[config.mk]
export PLATFORM = sky130hd
export DESIGN_NAME = currency_accum_mc
export DESIGN_NICKNAME = d
export VERILOG_FILES = /design/src/rtl/vend_pkg.sv /design/src/rtl/coin_accept_chain.sv /design/src/rtl/currency_accum_mc.sv
export SDC_FILE = /design/constraint.sdc
export NUM_CORES = 1
export LEC_CHECK = 0
export ABC_CLOCK_PERIOD_IN_PS = 5500
export BUFFER_PORTS_ARGS = -buffer_cell sky130_fd_sc_hd__buf_4
export CORE_MARGIN = 2
export CORE_UTILIZATION = 25
export DETAILED_ROUTE_END_ITERATION = 8
export PLACE_DENSITY = 0.51
export SLEW_MARGIN = 20
export SYNTH_ARGS = -nofsm -noshare
export SYNTH_HDL_FRONTEND = slang
export SYNTH_SLANG_ARGS = --single-unit
[constraint.sdc]
create_clock -name clk -period 5.5 [get_ports clk]
set_clock_uncertainty 0.1 [all_clocks]
set_input_delay 0.825 -clock clk [delete_from_list [all_inputs] [get_ports clk]]
set_output_delay 0.825 -clock clk [all_outputs]
set_load 0.1 [all_outputs]
[src/rtl/vend_pkg.sv]
// Shared types and default sizing for the vending-machine credit path.
package vend_pkg;

  typedef enum logic [1:0] {
    IDLE   = 2'd0,
    CREDIT = 2'd1,
    PAYOUT = 2'd2
  } state_t;

  localparam int unsigned CURRENCY_WIDTH_DEF = 7;
  localparam int unsigned NUM_CH_DEF         = 2;
  localparam int unsigned MAX_TOTAL_DEF      = 100;

endpackage

[src/rtl/coin_accept_chain.sv]
// Combinational priority chain: channels are admitted lowest index first
// against a running sum that never exceeds MAX_TOTAL.
module coin_accept_chain
  import vend_pkg::*;
#(
  parameter int unsigned CURRENCY_WIDTH = CURRENCY_WIDTH_DEF,
  parameter int unsigned NUM_CH         = NUM_CH_DEF,
  parameter int unsigned MAX_TOTAL      = MAX_TOTAL_DEF
) (
  input  logic [CURRENCY_WIDTH-1:0]        base,
  input  logic [NUM_CH*CURRENCY_WIDTH-1:0] values,
  input  logic [NUM_CH-1:0]                valids,
  input  logic                             enable,
  output logic [NUM_CH-1:0]                accept,
  output logic [CURRENCY_WIDTH-1:0]        sum
);

  localparam logic [CURRENCY_WIDTH:0] CAP = (CURRENCY_WIDTH+1)'(MAX_TOTAL);

  logic [CURRENCY_WIDTH:0] run;
  logic [CURRENCY_WIDTH:0] cand;

  // One extra bit on the adder keeps an over-cap sum from wrapping into range.
  always_comb begin
    run    = {1'b0, base};
    cand   = '0;
    accept = '0;
    for (int unsigned i = 0; i < NUM_CH; i++) begin
      cand = run + {1'b0, values[i*CURRENCY_WIDTH +: CURRENCY_WIDTH]};
      if (enable && valids[i] && (cand <= CAP)) begin
        accept[i] = 1'b1;
        run       = cand;
      end
    end
    sum = run[CURRENCY_WIDTH-1:0];
  end

endmodule

[src/rtl/currency_accum_mc.sv]
// Multi-channel credit accumulator: sums coins up to a cap, resolves vend and
// refund requests, and hands change to the payout mechanism via valid/ready.
module currency_accum_mc
  import vend_pkg::*;
#(
  parameter int unsigned CURRENCY_WIDTH = CURRENCY_WIDTH_DEF,
  parameter int unsigned NUM_CH         = NUM_CH_DEF,
  parameter int unsigned MAX_TOTAL      = MAX_TOTAL_DEF
) (
  input  logic                             clk,
  input  logic                             rstn,
  input  logic [NUM_CH*CURRENCY_WIDTH-1:0] coin_value,
  input  logic [NUM_CH-1:0]                coin_valid,
  output logic [NUM_CH-1:0]                coin_reject,
  input  logic                             vend_req,
  input  logic [CURRENCY_WIDTH-1:0]        vend_price,
  output logic                             vend_ok,
  output logic                             vend_denied,
  input  logic                             refund_req,
  output logic [CURRENCY_WIDTH-1:0]        change_value,
  output logic                             change_valid,
  input  logic                             change_ready,
  output logic [CURRENCY_WIDTH-1:0]        total_currency,
  output logic                             currency_avail
);

  state_t                    state, state_n;
  logic [CURRENCY_WIDTH-1:0] total, total_n;
  logic [CURRENCY_WIDTH-1:0] change, change_n;
  logic [NUM_CH-1:0]         reject_n;
  logic                      ok_n, denied_n;

  logic                      chain_en;
  logic [NUM_CH-1:0]         accept;
  logic [CURRENCY_WIDTH-1:0] sum;

  // Coins are only summed when nothing else competes for the credit register.
  assign chain_en = (state != PAYOUT) && !vend_req && !refund_req;

  coin_accept_chain #(
    .CURRENCY_WIDTH (CURRENCY_WIDTH),
    .NUM_CH         (NUM_CH),
    .MAX_TOTAL      (MAX_TOTAL)
  ) u_chain (
    .base   (total),
    .values (coin_value),
    .valids (coin_valid),
    .enable (chain_en),
    .accept (accept),
    .sum    (sum)
  );

  always_comb begin
    state_n  = state;
    total_n  = total;
    change_n = change;
    reject_n = coin_valid & ~accept;
    ok_n     = 1'b0;
    denied_n = 1'b0;
    case (state)
      IDLE, CREDIT: begin
        if (refund_req) begin
          if (total != '0) begin
            change_n = total;
            total_n  = '0;
            state_n  = PAYOUT;
          end
        end else if (vend_req) begin
          if (total >= vend_price) begin
            ok_n     = 1'b1;
            change_n = total - vend_price;
            total_n  = '0;
            state_n  = PAYOUT;
          end else begin
            denied_n = 1'b1;
          end
        end else begin
          total_n = sum;
          state_n = (sum != '0) ? CREDIT : IDLE;
        end
      end
      PAYOUT: begin
        if (change_ready) begin
          change_n = '0;
          state_n  = IDLE;
        end
      end
      default: begin
        state_n  = IDLE;
        total_n  = '0;
        change_n = '0;
      end
    endcase
  end

  always_ff @(posedge clk) begin
    if (!rstn) begin
      state       <= IDLE;
      total       <= '0;
      change      <= '0;
      coin_reject <= '0;
      vend_ok     <= 1'b0;
      vend_denied <= 1'b0;
    end else begin
      state       <= state_n;
      total       <= total_n;
      change      <= change_n;
      coin_reject <= reject_n;
      vend_ok     <= ok_n;
      vend_denied <= denied_n;
    end
  end

  assign change_value   = change;
  assign change_valid   = (state == PAYOUT);
  assign total_currency = total;
  assign currency_avail = (total != '0);

endmodule

Yosys cells after proc, flatten, opt, wreduce, memory -nomap -nowiden
Cells that the tools add are included.
{"block": "word_totals", "reg_bits": 20, "elab_cells": 66, "in_bits": 28}
{"block": "op_classes", "add_sub_neg": 3, "mux": 24, "bitwise_logic": 6, "n_reduce_logical": 16, "order_cmp": 3, "eq_ne": 8}
{"op": "$mux W7", "n": 10}
{"op": "$pmux W7 S2", "n": 2}
{"op": "$le A8 B7 Y1 const B", "n": 2}
{"op": "$reduce_bool A7 Y1", "n": 2}
{"op": "$mux W2", "n": 5}
{"op": "$ne A3 B3 Y1 const B", "n": 3}
{"op": "$add A7 B7 Y8", "n": 1}
{"op": "$add A8 B7 Y8", "n": 1}
{"op": "$mux W8", "n": 1}
{"op": "$ge A7 B7 Y1", "n": 1}
{"op": "$sub A7 B7 Y7", "n": 1}
{"op": "$logic_and A1 B1 Y1", "n": 6}
{"op": "$reduce_and A3 Y1", "n": 2}
{"op": "$mux W1", "n": 5}
{"op": "$ne A4 B4 Y1 const B", "n": 1}
{"op": "$not A1 Y1", "n": 4}
{"op": "$pmux W2 S2", "n": 1}
{"op": "$reduce_and A4 Y1", "n": 1}
{"op": "$reduce_or A4 Y1", "n": 1}
{"op": "$and A2 B2 Y2", "n": 1}
{"op": "$eq A2 B1 Y1 const B", "n": 1}
{"op": "$eq A2 B2 Y1 const B", "n": 1}
{"op": "$logic_not A1 Y1", "n": 2}
{"op": "$logic_not A2 Y1", "n": 1}
{"op": "other kinds (4)", "n": 4}

Logic depth before layout (Yosys ltp)
Gate-level depths: netlist of the first run.
{"block": "logic_depth", "ltp_word": 15, "ltp_mapped": 19}

Modules after synthesis
Synthesis of the first run repeated with hierarchy kept, for this count alone.
{"block": "hier_totals", "hier_cells": 244, "hier_area_um2": 2033.2}
{"module": "currency_accum_mc", "area_per_inst_um2": 1252.5, "cells_each": 149, "instances": 1}
{"module": "coin_accept_chain", "area_per_inst_um2": 780.7, "cells_each": 95, "instances": 1}

Least setup slack after synthesis of the first run
No wires, ideal clock.
{"block": "synth_timing", "kind": "register -> register", "start": "register total[0] (netlist: total_currency[0])", "end": "register state[0]", "t_arrival_ns": 4.880, "stages_incl_launch_ff": 18, "slack_ns": 0.402, "required_ns": 5.283, "setup_time_ns": 0.117, "path_cell_list": "dfxtp_1 -> ha_1 -> fa_1 -> a211oi_2 -> or4b_4 -> nand3_2 -> a21o_4 -> mux2_2 -> ha_1 -> fa_1 -> nand3_1 -> a21boi_0 -> o21ai_1 -> o32a_1 -> o21ai_1 -> o211a_1 -> or4b_1 -> a32o_1"}
{"block": "synth_between", "elab_chain_cells": 13, "word_cells_on_any_way": 18}
{"item": "start: declaration", "line": "currency_accum_mc.sv:28", "text": "logic [CURRENCY_WIDTH-1:0] total, total_n;"}
{"item": "start signal: assignment", "line": "currency_accum_mc.sv:106", "text": "total <= total_n;"}
{"item": "$add A7 B7 Y8", "line": "coin_accept_chain.sv:29", "text": "cand = run + {1'b0, values[i*CURRENCY_WIDTH +: CURRENCY_WIDTH]};"}
{"item": "$le A8 B7 Y1", "line": "coin_accept_chain.sv:30", "text": "if (enable && valids[i] && (cand <= CAP)) begin"}
{"item": "$logic_and A1 B1 Y1", "line": "coin_accept_chain.sv:30"}
{"item": "$mux W8", "line": "coin_accept_chain.sv:30"}
{"item": "$add A8 B7 Y8", "line": "coin_accept_chain.sv:29"}
{"item": "$le A8 B7 Y1", "line": "coin_accept_chain.sv:30"}
{"item": "$logic_and A1 B1 Y1", "line": "coin_accept_chain.sv:30"}
{"item": "$mux W7", "line": "coin_accept_chain.sv:30"}
{"item": "$reduce_bool A7 Y1", "line": "currency_accum_mc.sv:79", "text": "state_n = (sum != '0) ? CREDIT : IDLE;"}
{"item": "$mux W1", "line": "currency_accum_mc.sv:79"}
{"item": "$mux W2", "line": "currency_accum_mc.sv:68", "text": "end else if (vend_req) begin"}
{"item": "$mux W2", "line": "currency_accum_mc.sv:62", "text": "if (refund_req) begin"}
{"item": "$pmux W2 S2", "line": "currency_accum_mc.sv:60", "text": "case (state)"}
{"item": "end signal: assignment", "line": "currency_accum_mc.sv:105", "text": "state <= state_n;"}
{"item": "end: declaration", "line": "currency_accum_mc.sv:27", "text": "state_t state, state_n;"}
Parallel ways exist; a longest one is shown, timed or not.
A chain may end at the register's enable or synchronous reset.

Worst setup path after layout of the first run
{"block": "layout_timing", "start": "input coin_value[0]", "end": "register state[0]"}
{"block": "layout_between", "elab_chain_cells": 13}
{"item": "start: declaration", "line": "currency_accum_mc.sv:12", "text": "input logic [NUM_CH*CURRENCY_WIDTH-1:0] coin_value,"}
{"item": "$add A7 B7 Y8 *", "line": "coin_accept_chain.sv:29"}
{"item": "$le A8 B7 Y1", "line": "coin_accept_chain.sv:30"}
{"item": "$logic_and A1 B1 Y1", "line": "coin_accept_chain.sv:30"}
{"item": "$mux W8 *", "line": "coin_accept_chain.sv:30"}
{"item": "$add A8 B7 Y8", "line": "coin_accept_chain.sv:29"}
{"item": "$le A8 B7 Y1", "line": "coin_accept_chain.sv:30"}
{"item": "$logic_and A1 B1 Y1", "line": "coin_accept_chain.sv:30"}
{"item": "$mux W7 *", "line": "coin_accept_chain.sv:30"}
{"item": "$reduce_bool A7 Y1 *", "line": "currency_accum_mc.sv:79"}
{"item": "$mux W1 *", "line": "currency_accum_mc.sv:79"}
{"item": "$mux W2 *", "line": "currency_accum_mc.sv:68"}
{"item": "$mux W2 *", "line": "currency_accum_mc.sv:62"}
{"item": "$pmux W2 S2 *", "line": "currency_accum_mc.sv:60"}
Mark *: on every way between the ends. The rest lies on a longest branch, timed or not.

==> results.cfg, run 1 <==
[status]
run_status = completed

[route]
routed_wirelength_um = 5696
drt_iter0_drcs = 66
detail-route-antenna-nets = 0
drcViolationCount = 0
routedWlPerCell_um = 13.96
dr.pass1.iters = 4
via_per_inst = 4.961
num_vias = 2024

[yosys]
synth_edf_count = 0
synthesis.area_per_instance_um2 = 8.201
ys_seq_area_share_pct = 19.07
number_of_nets_in_the_synthesized_netlist = 308
instance_count_of_the_mapped_netlist = 256
asyncSetResetFlopFracSynth_pct = 0
post_synth_top_flop = sky130_fd_sc_hd__dfxtp_1
yosys_warnings = 0
synth.ff_latch_count = 20
syn-cell-area_um2 = 2100
netlist-cell-type-count = 58

[cells_and_area]
design_area_um2 = 2630
layout.cells.most_common_list = 49 x sky130_fd_sc_hd__buf_4, 29 x sky130_fd_sc_hd__nand2_1, 27 x sky130_fd_sc_hd__nor2_1
nets = 356
antenna_cells = 0
layout.cells.most_common = sky130_fd_sc_hd__buf_4
num-fill-cells = 889
area_growth_pct = 25.27
final_layout_size_suffix_gt1_share_pct = 24.09
finish.cell_count_without_fillers = 408

[worst_setup_path]
critical_path.slowest_cell = sky130_fd_sc_hd__or4b_1
crit_path_start = coin_value[0]
regToRegSetupSlack_ps = 680
setup.worst_path.end_class = flop
timing.critical_path.buf_inv = 1
sequence_of_cells_on_the_critical_path = buf_4 -> ha_1 -> fa_1 -> a211oi_2 -> nor2_1 -> xnor2_1 -> a21oi_2 -> a21o_4 -> mux2_2 -> ha_1 -> fa_1 -> nand3_1 -> a21boi_0 -> o21ai_1 -> o32a_1 -> o21ai_1 -> o211a_1 -> or4b_1 -> a32o_1
worstReg2RegEnd = state[0]
cpLargestDelayFamily = compound AO/OA/AOI/OAI gates
worstSetupPathDepth = 19
arrival_time_at_the_worst_endpoint_ps = 5150
worst_setup_path_endpoint = state[0]
critPathRequiredTime_ps = 5570
worst_setup_path_start_kind = input port
critPathMaxFanout = 6
critical_setup_path_kind = input port to flop
regToRegStartpoint = total_currency[0]
rr_worst_depth = 18
cpPeakStageDelay_ps = 510

[power_and_ir_drop]
p_sw_mw = 0.2046
combPwrFrac_pct = 44.7
powerDensity_nw_per_um2 = 191.5
peakVddDrop_uv = 76.22
total_leakage_power_nw = 1.168
seq_power_share_pct = 31.6
clock_share_of_power_pct = 23.7
power.switching_fraction_pct = 40.63
internal_power_mw = 0.2990

[flow_run]
cap_viol_max_count = 0

[floorplan]
die-width_um = 95.64
core.rowCount = 33
floorplan.die_area_um2 = 9147
start_util_pct = 25.68
floorplan_core_area_um2 = 8175
die_outline_height_um = 95.64
boundaryPins = 48

[cts]
cts.reportedPaths.clkPinSlew_ps = 80
cts_root_buf = sky130_fd_sc_hd__clkbuf_8
number_of_gates_given_a_new_drive_strength_after_cts = 0
cts_hold_buffers = 0
cts-buffers-inserted = 3
tritoncts_num_sinks = 20
tritoncts_clock_tree = done
max-clock-path-buffers = 2
h-tree-depth = 1
post-cts-setup-buffer-count = 0
latest_clock_arrival_within_the_worst_skew_pair_ps = 270

[place]
place.detailed.hpwl_um = 4620
place_area_um2 = 2575
dpl.cell_count = 404
port-buffer-count = 47
post-place-ws_ps = 141.3
finalWeightedCongestion = 0.7707

[sta]
tightest_slew_ps = 637.2
relative_slew_margins_pct = 57.36
setup_viol = 0
fmax_mhz = 196.6
fin_crit_sh_pct = 92.49
layout_min_cycle_time_ps = 5087
fin_ws_ps = 413.0
report.final.slew_viol_count = 0
total_neg_setup_slack_ps = 0
final_hold_viol_count = 0
grt_setup_unrepaired = false

[global_routing]
grt_use_met1_pct = 16.44
grt_antenna_before_repair = 0
met2_usage_pct = 23.08
grt_max_degree = 18
groute.usage.overall_pct = 12.78
grt_first_pass_wirelength_um = 9177
grt-ovfl-total = 0
grt.met3_usage_pct = 2.213
grt-busiest-layer = met2
grt_pass1_vias = 1938

[worst_hold_path]
holdPathStages = 2
hold_path.class = flop to flop
## power groups by stage
stage	combinational [mW]	sequential, mW	clock [mW]
2_1_floorplan	0.132	0.199	0
3_3_place_gp	0.225	0.162	0
3_5_place_dp	0.226	0.162	0
4_1_cts	0.227	0.159	0.120
5_1_grt	0.246	0.160	0.127
6_report	0.225	0.159	0.119
## how the worst min path moves through the flow
stage / from / to / slack [ps]
after CTS: change_value[6] / change_value[6] / 370
after floorplan: state[0] / state[0] / 380
final: change_value[6] / change_value[6] / 360
after global placement: change_value[4] / change_value[4] / 340
after global routing: change_value[3] / change_value[3] / 400
after detailed placement: change_value[6] / change_value[6] / 350
## per-layer routing
metal  up-vias  wire length [um]
met5         -                 0
met2        44              2696
met3         2               270
li1       1044                 -
met4         0                15
met1       934              2713
## synth_stat cells (7+ instances only)
master,number,area (um^2)
sky130_fd_sc_hd__nor2b_1,8,50.05
sky130_fd_sc_hd__inv_1,15,56.30
sky130_fd_sc_hd__o21ai_0,9,45.04
sky130_fd_sc_hd__dfxtp_1,20,400.4
sky130_fd_sc_hd__nand2_1,29,108.9
sky130_fd_sc_hd__ha_1,21,262.8
sky130_fd_sc_hd__nor2_1,27,101.4
sky130_fd_sc_hd__a21oi_1,8,40.04
sky130_fd_sc_hd__o2bb2ai_1,7,61.31
sky130_fd_sc_hd__mux2i_1,11,110.1
sky130_fd_sc_hd__xnor2_1,8,70.07
## cells by family after synthesis
group	Yosys count	synth area share (%)
AO/OA/AOI/OAI	72	26.28
adder cells (fa/ha/maj)	24	15.38
flip-flops	20	19.07
XOR/XNOR	13	5.423
AND/OR/NAND/NOR	89	21.40
buffers and inverters	21	3.814
multiplexers	17	8.641
## registers in the layout, summed over array words and instances (netlist names)
| signal | count |
|---|---|
| state | 2 |
| vend_denied | 1 |
| change_value | 7 |
| coin_reject | 2 |
| vend_ok | 1 |
| total_currency | 7 |
## through the flow
stage                     power [mW]  utilization, %  hold WS (ps)
after global routing          0.5326           32.17         400.9
after global placement        0.3872           31.50         344.0
after CTS                     0.5053           32.17         367.9
after floorplan               0.3318               -         382.3
after detailed placement      0.3880           31.50         348.2
final                         0.5035           32.17         362.0
## final cells by class
class                   count  area, um^2  area share, %
multi-input cells         215        1619          61.56
repair buffers             49       367.9          13.99
well taps                 105       131.4          4.995
inverters                  15       56.30          2.141
clock buffers               4       55.05          2.093
flip-flops and latches     20       400.4          15.22
## worst register-to-register path: cells and delay by family (launching register included)
family | cells | cell delay, ps
compound gates | 9 | 1670
xor+xnor | 1 | 160
fa+ha+maj | 4 | 1340
flops | 1 | 380
mux | 1 | 350
simple gates | 3 | 720
(Power assumes the default switching activity.)
==> run 2, diff against run 1 <==
==> constraint.sdc (replaced) <==
create_clock -name clk -period 5.5 [get_ports clk]
set_clock_uncertainty 0.1 [all_clocks]
set_input_delay 1.1 -clock clk [delete_from_list [all_inputs] [get_ports clk]]
set_output_delay 1.1 -clock clk [all_outputs]
set_load 0.1 [all_outputs]
==> results.cfg, run 2 (synthesis gave the netlist of run 1 again) <==
[place]
port-buffer-count = 47
dpl.cell_count = 411
finalWeightedCongestion = 0.7738
place.detailed.hpwl_um = 4670

[power_and_ir_drop]
combPwrFrac_pct = 42.8
internal_power_mw = 0.3369
power.switching_fraction_pct = 37.49
seq_power_share_pct = 29.5
total_leakage_power_nw = 1.207
clock_share_of_power_pct = 27.7
p_sw_mw = 0.2020
peakVddDrop_uv = 89.60
powerDensity_nw_per_um2 = 199.7
totalPowerFinal_mw = 0.5390

[flow_run]
cap_viol_max_count = 0

[cts]
post-cts-setup-buffer-count = 0
cts-buffers-inserted = 3
h-tree-depth = 1
tritoncts_clock_tree = done
number_of_gates_given_a_new_drive_strength_after_cts = 0
cts_hold_buffers = 0
latest_clock_arrival_within_the_worst_skew_pair_ps = 260
cts.reportedPaths.clkPinSlew_ps = 80
max-clock-path-buffers = 2
tritoncts_num_sinks = 20
cts_root_buf = sky130_fd_sc_hd__clkbuf_8

[route]
drt_iter0_drcs = 62
routedWlPerCell_um = 13.65
dr.pass1.iters = 4
drcViolationCount = 0
routed_wirelength_um = 5664
detail-route-antenna-nets = 0
num_vias = 2064
via_per_inst = 4.973

[floorplan]
floorplan.die_area_um2 = 9147
start_util_pct = 25.68
die_outline_height_um = 95.64
die-width_um = 95.64
boundaryPins = 48
core.rowCount = 33
floorplan_core_area_um2 = 8175

[sta]
total_neg_setup_slack_ps = 0
tightest_slew_ps = 612.3
relative_slew_margins_pct = 59.03
report.final.slew_viol_count = 0
setup_viol = 0
final_hold_viol_count = 0
fin_hold_ws_ps = 366.6
layout_min_cycle_time_ps = 5222
grt_setup_unrepaired = false
fmax_mhz = 191.5
fin_crit_sh_pct = 94.95

[cells_and_area]
area_growth_pct = 28.55
num-fill-cells = 877
finish.cell_count_without_fillers = 415
final_layout_size_suffix_gt1_share_pct = 25.81
regArea_um2 = 400.4
antenna_cells = 0
nets = 363
layout.cells.most_common = sky130_fd_sc_hd__buf_4
layout.cells.most_common_list = 56 x sky130_fd_sc_hd__buf_4, 29 x sky130_fd_sc_hd__nand2_1, 27 x sky130_fd_sc_hd__nor2_1
multi_input_area_um2 = 1619
final_core_utilization_pct = 33.01

[worst_setup_path]
critPathMaxFanout = 4
worstReg2RegEnd = state[0]
regToRegStartpoint = total_currency[0]
worst_setup_path_start_kind = input port
regToRegSetupSlack_ps = 750
rr_worst_depth = 18
arrival_time_at_the_worst_endpoint_ps = 5290
critPathRequiredTime_ps = 5560
critical_setup_path_kind = input port to flop
setup.worst_path.end_class = flop

[global_routing]
grt_pass1_vias = 2030
groute.usage.overall_pct = 12.91
grt_antenna_before_repair = 0
grt-ovfl-total = 0
grt_max_degree = 18
grt_first_pass_wirelength_um = 9390

[worst_hold_path]
worst_hold_startpoint = change_value[6]
holdPathStages = 2
holdPathEnd = change_value[6]
hold_path.class = flop to flop

[status]
run_status = completed
==> run 2: per-stage QoR <==
stage,instance area (um^2),worst slack (ps)
global route,2699,36.55
floorplan,2100,310.0
detailed placement,2628,1.905
finish,2699,277.9
CTS,2699,267.9
global placement,2628,72.94
==> run 2: worst max-delay path by stage <==
stage	end	cells after the start	from
after floorplan	state[0]	18	coin_value[0]
after global placement	state[0]	19	coin_value[0]
after detailed placement	state[0]	19	coin_value[0]
after CTS	state[0]	19	coin_value[0]
after global routing	state[0]	19	coin_value[0]
final	state[0]	19	coin_value[0]
==> run 2: worst max-delay path, stage by stage <==
cell,delay [ps]
sky130_fd_sc_hd__buf_4,110
sky130_fd_sc_hd__ha_1,210
sky130_fd_sc_hd__fa_1,460
sky130_fd_sc_hd__a211oi_2,250
sky130_fd_sc_hd__nor2_1,80
sky130_fd_sc_hd__xnor2_1,150
sky130_fd_sc_hd__a21oi_2,210
sky130_fd_sc_hd__a21o_4,170
sky130_fd_sc_hd__mux2_2,350
sky130_fd_sc_hd__ha_1,210
sky130_fd_sc_hd__fa_1,410
sky130_fd_sc_hd__nand3_1,110
sky130_fd_sc_hd__a21boi_0,90
sky130_fd_sc_hd__o21ai_1,220
sky130_fd_sc_hd__o32a_1,180
sky130_fd_sc_hd__o21ai_1,60
sky130_fd_sc_hd__o211a_1,210
sky130_fd_sc_hd__or4b_1,500
sky130_fd_sc_hd__a32o_1,210
==> run 2: final cells by class <==
cell class	instances	area share [%]
flip-flops and latches	20	14.84
multi-input cells	215	59.99
clock inverters	1	1.113
clock buffers	3	1.530
inverters	15	2.086
well taps	105	4.868
repair buffers	56	15.58
==> run 2: power by group through the flow <==
stage          sequential, mW  clock [mW]  combinational [mW]
2_1_floorplan           0.199           0               0.132
3_5_place_dp            0.162           0               0.231
6_report                0.159       0.149               0.231
3_3_place_gp            0.162           0               0.230
4_1_cts                 0.159       0.152               0.232
5_1_grt                 0.160       0.159               0.251
==> run 2: per-layer routing <==
metal  wire (um)  vias up  GRT usage [%]
met2        2719       46          23.31
met1        2621      961          16.11
met3         266        6          2.372
met5           0        -              0
li1            -     1051              -
met4          57        0          2.143
==> run 3, diff against run 2 <==
SYNTH_HIERARCHICAL = 1   (was default)
==> results.cfg, run 3 <==
[worst_hold_path]
worst_hold_startpoint = change_value[0]
hold_path.class = flop to flop

[floorplan]
start_util_pct = 26.04
core.rowCount = 32
boundaryPins = 48
floorplan_core_area_um2 = 7807
die_outline_height_um = 94.18
floorplan.die_area_um2 = 8870
die-width_um = 94.18

[power_and_ir_drop]
peakVddDrop_uv = 75.88
powerDensity_nw_per_um2 = 174.2
total_leakage_power_nw = 1.490

[sta]
total_neg_setup_slack_ps = -127.9
setup_viol = 1
layout_min_cycle_time_ps = 5628
fmax_mhz = 177.7
fin_crit_sh_pct = 102.3
fin_hold_ws_ps = 363.9
report.final.slew_viol_count = 0
final_hold_viol_count = 0
relative_slew_margins_pct = 49.46
tightest_slew_ps = 752.3
grt_setup_unrepaired = true
fin_ws_ps = -127.9

[global_routing]
groute.usage.overall_pct = 13.92
grt_antenna_before_repair = 0
grt_first_pass_wirelength_um = 9901
grt_max_degree = 21
grt_pass1_vias = 2150
grt-ovfl-total = 0

[yosys]
instance_count_of_the_mapped_netlist = 244
yosys_warnings = 6
synthesis.area_per_instance_um2 = 8.333
syn-cell-area_um2 = 2033
ys_seq_area_share_pct = 19.69
synth.ff_latch_count = 20
yosys.area.top_type_share_pct = 19.69
asyncSetResetFlopFracSynth_pct = 0
post_synth_top_flop = sky130_fd_sc_hd__dfxtp_1
number_of_nets_in_the_synthesized_netlist = 296
synthTopCellsByArea = sky130_fd_sc_hd__dfxtp_1 20%, sky130_fd_sc_hd__ha_1 13%, sky130_fd_sc_hd__mux2i_1 5.4%, sky130_fd_sc_hd__a32o_1 4.4%, sky130_fd_sc_hd__a21oi_1 4.2%
yosys-top-cells-count = 21 x sky130_fd_sc_hd__ha_1, 21 x sky130_fd_sc_hd__nand2_1, 20 x sky130_fd_sc_hd__dfxtp_1
synth.largest_area_cell = sky130_fd_sc_hd__dfxtp_1
synth_edf_count = 0
netlist-cell-type-count = 54

[cells_and_area]
final_layout_size_suffix_gt1_share_pct = 40.29
nets = 394
finish.cell_count_without_fillers = 442
area_growth_pct = 52.00
layout.cells.most_common_list = 93 x sky130_fd_sc_hd__buf_4, 21 x sky130_fd_sc_hd__nand2_1, 20 x sky130_fd_sc_hd__dfxtp_1
antenna_cells = 0
layout.cells.most_common = sky130_fd_sc_hd__buf_4

[route]
detail-route-antenna-nets = 0
drcViolationCount = 0
routed_wirelength_um = 6182
drt_iter0_drcs = 90
via_per_inst = 4.873
dr.pass1.iters = 4
num_vias = 2154
routedWlPerCell_um = 13.99

[cts]
h-tree-depth = 1
max-clock-path-buffers = 2
tritoncts_num_sinks = 20
cts-buffers-inserted = 3
cts.reportedPaths.clkPinSlew_ps = 80
latest_clock_arrival_within_the_worst_skew_pair_ps = 260
cts_root_buf = sky130_fd_sc_hd__clkbuf_8
tritoncts_clock_tree = done

[worst_setup_path]
critical_path.slowest_cell = sky130_fd_sc_hd__or4_4
regToRegStartpoint = total_currency[0]
crit_path_start = coin_value[0]
worst_setup_path_start_kind = input port
cpPeakStageDelay_ps = 520
critPathMaxFanout = 4
setup.worst_path.end_class = flop
sequence_of_cells_on_the_critical_path = buf_6 -> ha_4 -> fa_2 -> a211oi_2 -> o21bai_1 -> a21oi_1 -> xor2_1 -> o31a_1 -> mux2_4 -> ha_4 -> inv_2 -> fa_2 -> inv_2 -> a21o_1 -> a21oi_2 -> xnor2_2 -> or3_4 -> a31oi_4 -> mux2_4 -> or4_4 -> o41ai_4 -> a21oi_1
critPathRequiredTime_ps = 5550
arrival_time_at_the_worst_endpoint_ps = 5680
critical_setup_path_kind = input port to flop

[place]
dpl.cell_count = 422
port-buffer-count = 47
finalWeightedCongestion = 0.8236
place.detailed.hpwl_um = 4770

[status]
run_status = finished with violations
violations = setup timing

[flow_run]
cap_viol_max_count = 0
[run 3: changes by cell type after synthesis, sizes merged, moves of 4 or more]
cell and delta:
nand2 -7, o21ai +4, nor2 -13, a32o +8
inv +4, nor3 +5, o2bb2ai -7, a21oi +7
[run 3: layout make-up]
type                       count  area, um^2
fill                         819        4717
multi-input combinational    199        1684
timing repair buffer          99       765.7
clock buffer                   3       41.29
inverter                      19       71.32
tap                          102       127.6
sequential                    20       400.4
[run 3: power breakdown]
| part | internal (mW) | switching [mW] | leakage [nW] |
|---|---|---|---|
| registers | 0.151 | 0.00594 | 0.162 |
| clock network | 0.0489 | 0.0519 | 0.0216 |
| logic | 0.126 | 0.154 | 1.31 |
| total | 0.326 | 0.212 | 1.49 |
[run 3: routing by layer]
metal  routed length (um)  global-route usage [%]  vias up  share of wire, %
met5                    0                       0        -                 0
met4                  123                   3.744        0               2.0
met3                  184                   1.926       12               3.0
met2                 3066                   24.46       43                50
met1                 2808                   17.72      998                45
li1                     -                       -     1101                 -
[run 3: timing repair]
item | 4_1_cts | 5_1_grt
hold buffers | 0 | 0
resized for setup | 24 | 10
setup buffers | 16 | 5
pin swaps | 22 | 16
cloned | 0 | 0
endpoints found under the setup margin | 3 | 3
[run 3: final timing paths]
| path | to | slack (ps) | cells past startpoint |
|---|---|---|---|
| setup / recovery | state[0] | -130 | 22 |
| hold / removal | change_value[0] | 360 | 2 |
| setup reg to reg | state[0] | 300 | 21 |
| hold reg to reg | change_value[0] | 360 | 2 |
[run 3: worst max-delay path, delay by kind of cell]
kind	cells	cell delay, ps
adder cells (fa/ha/maj)	4	850
multiplexers	2	690
buffers and inverters	3	170
AO/OA/AOI/OAI	9	1710
XOR/XNOR	2	300
AND/OR/NAND/NOR	2	860
[run 3: cells by family after synthesis]
| kind of cell | Yosys count | share of synthesized area (%) |
|---|---|---|
| fa+ha+maj | 24 | 15.88 |
| mux | 18 | 9.662 |
| compound gates | 72 | 25.66 |
| simple gates | 75 | 19.32 |
| flops | 20 | 19.69 |
| buf+inv | 25 | 5.477 |
| xor+xnor | 10 | 4.307 |
[run 3: metrics by stage]
stage	power [mW]	instance area [um^2]	util, %	setup WS (ps)
after CTS	0.5337	3033	38.85	-228.4
after global routing	0.5693	3090	39.58	-363.2
after floorplan	0.3210	2051	-	-317.1
after detailed placement	0.3984	2754	35.27	-601.2
after global placement	0.3983	2754	35.27	-498.0
final	0.5383	3090	39.58	-127.9
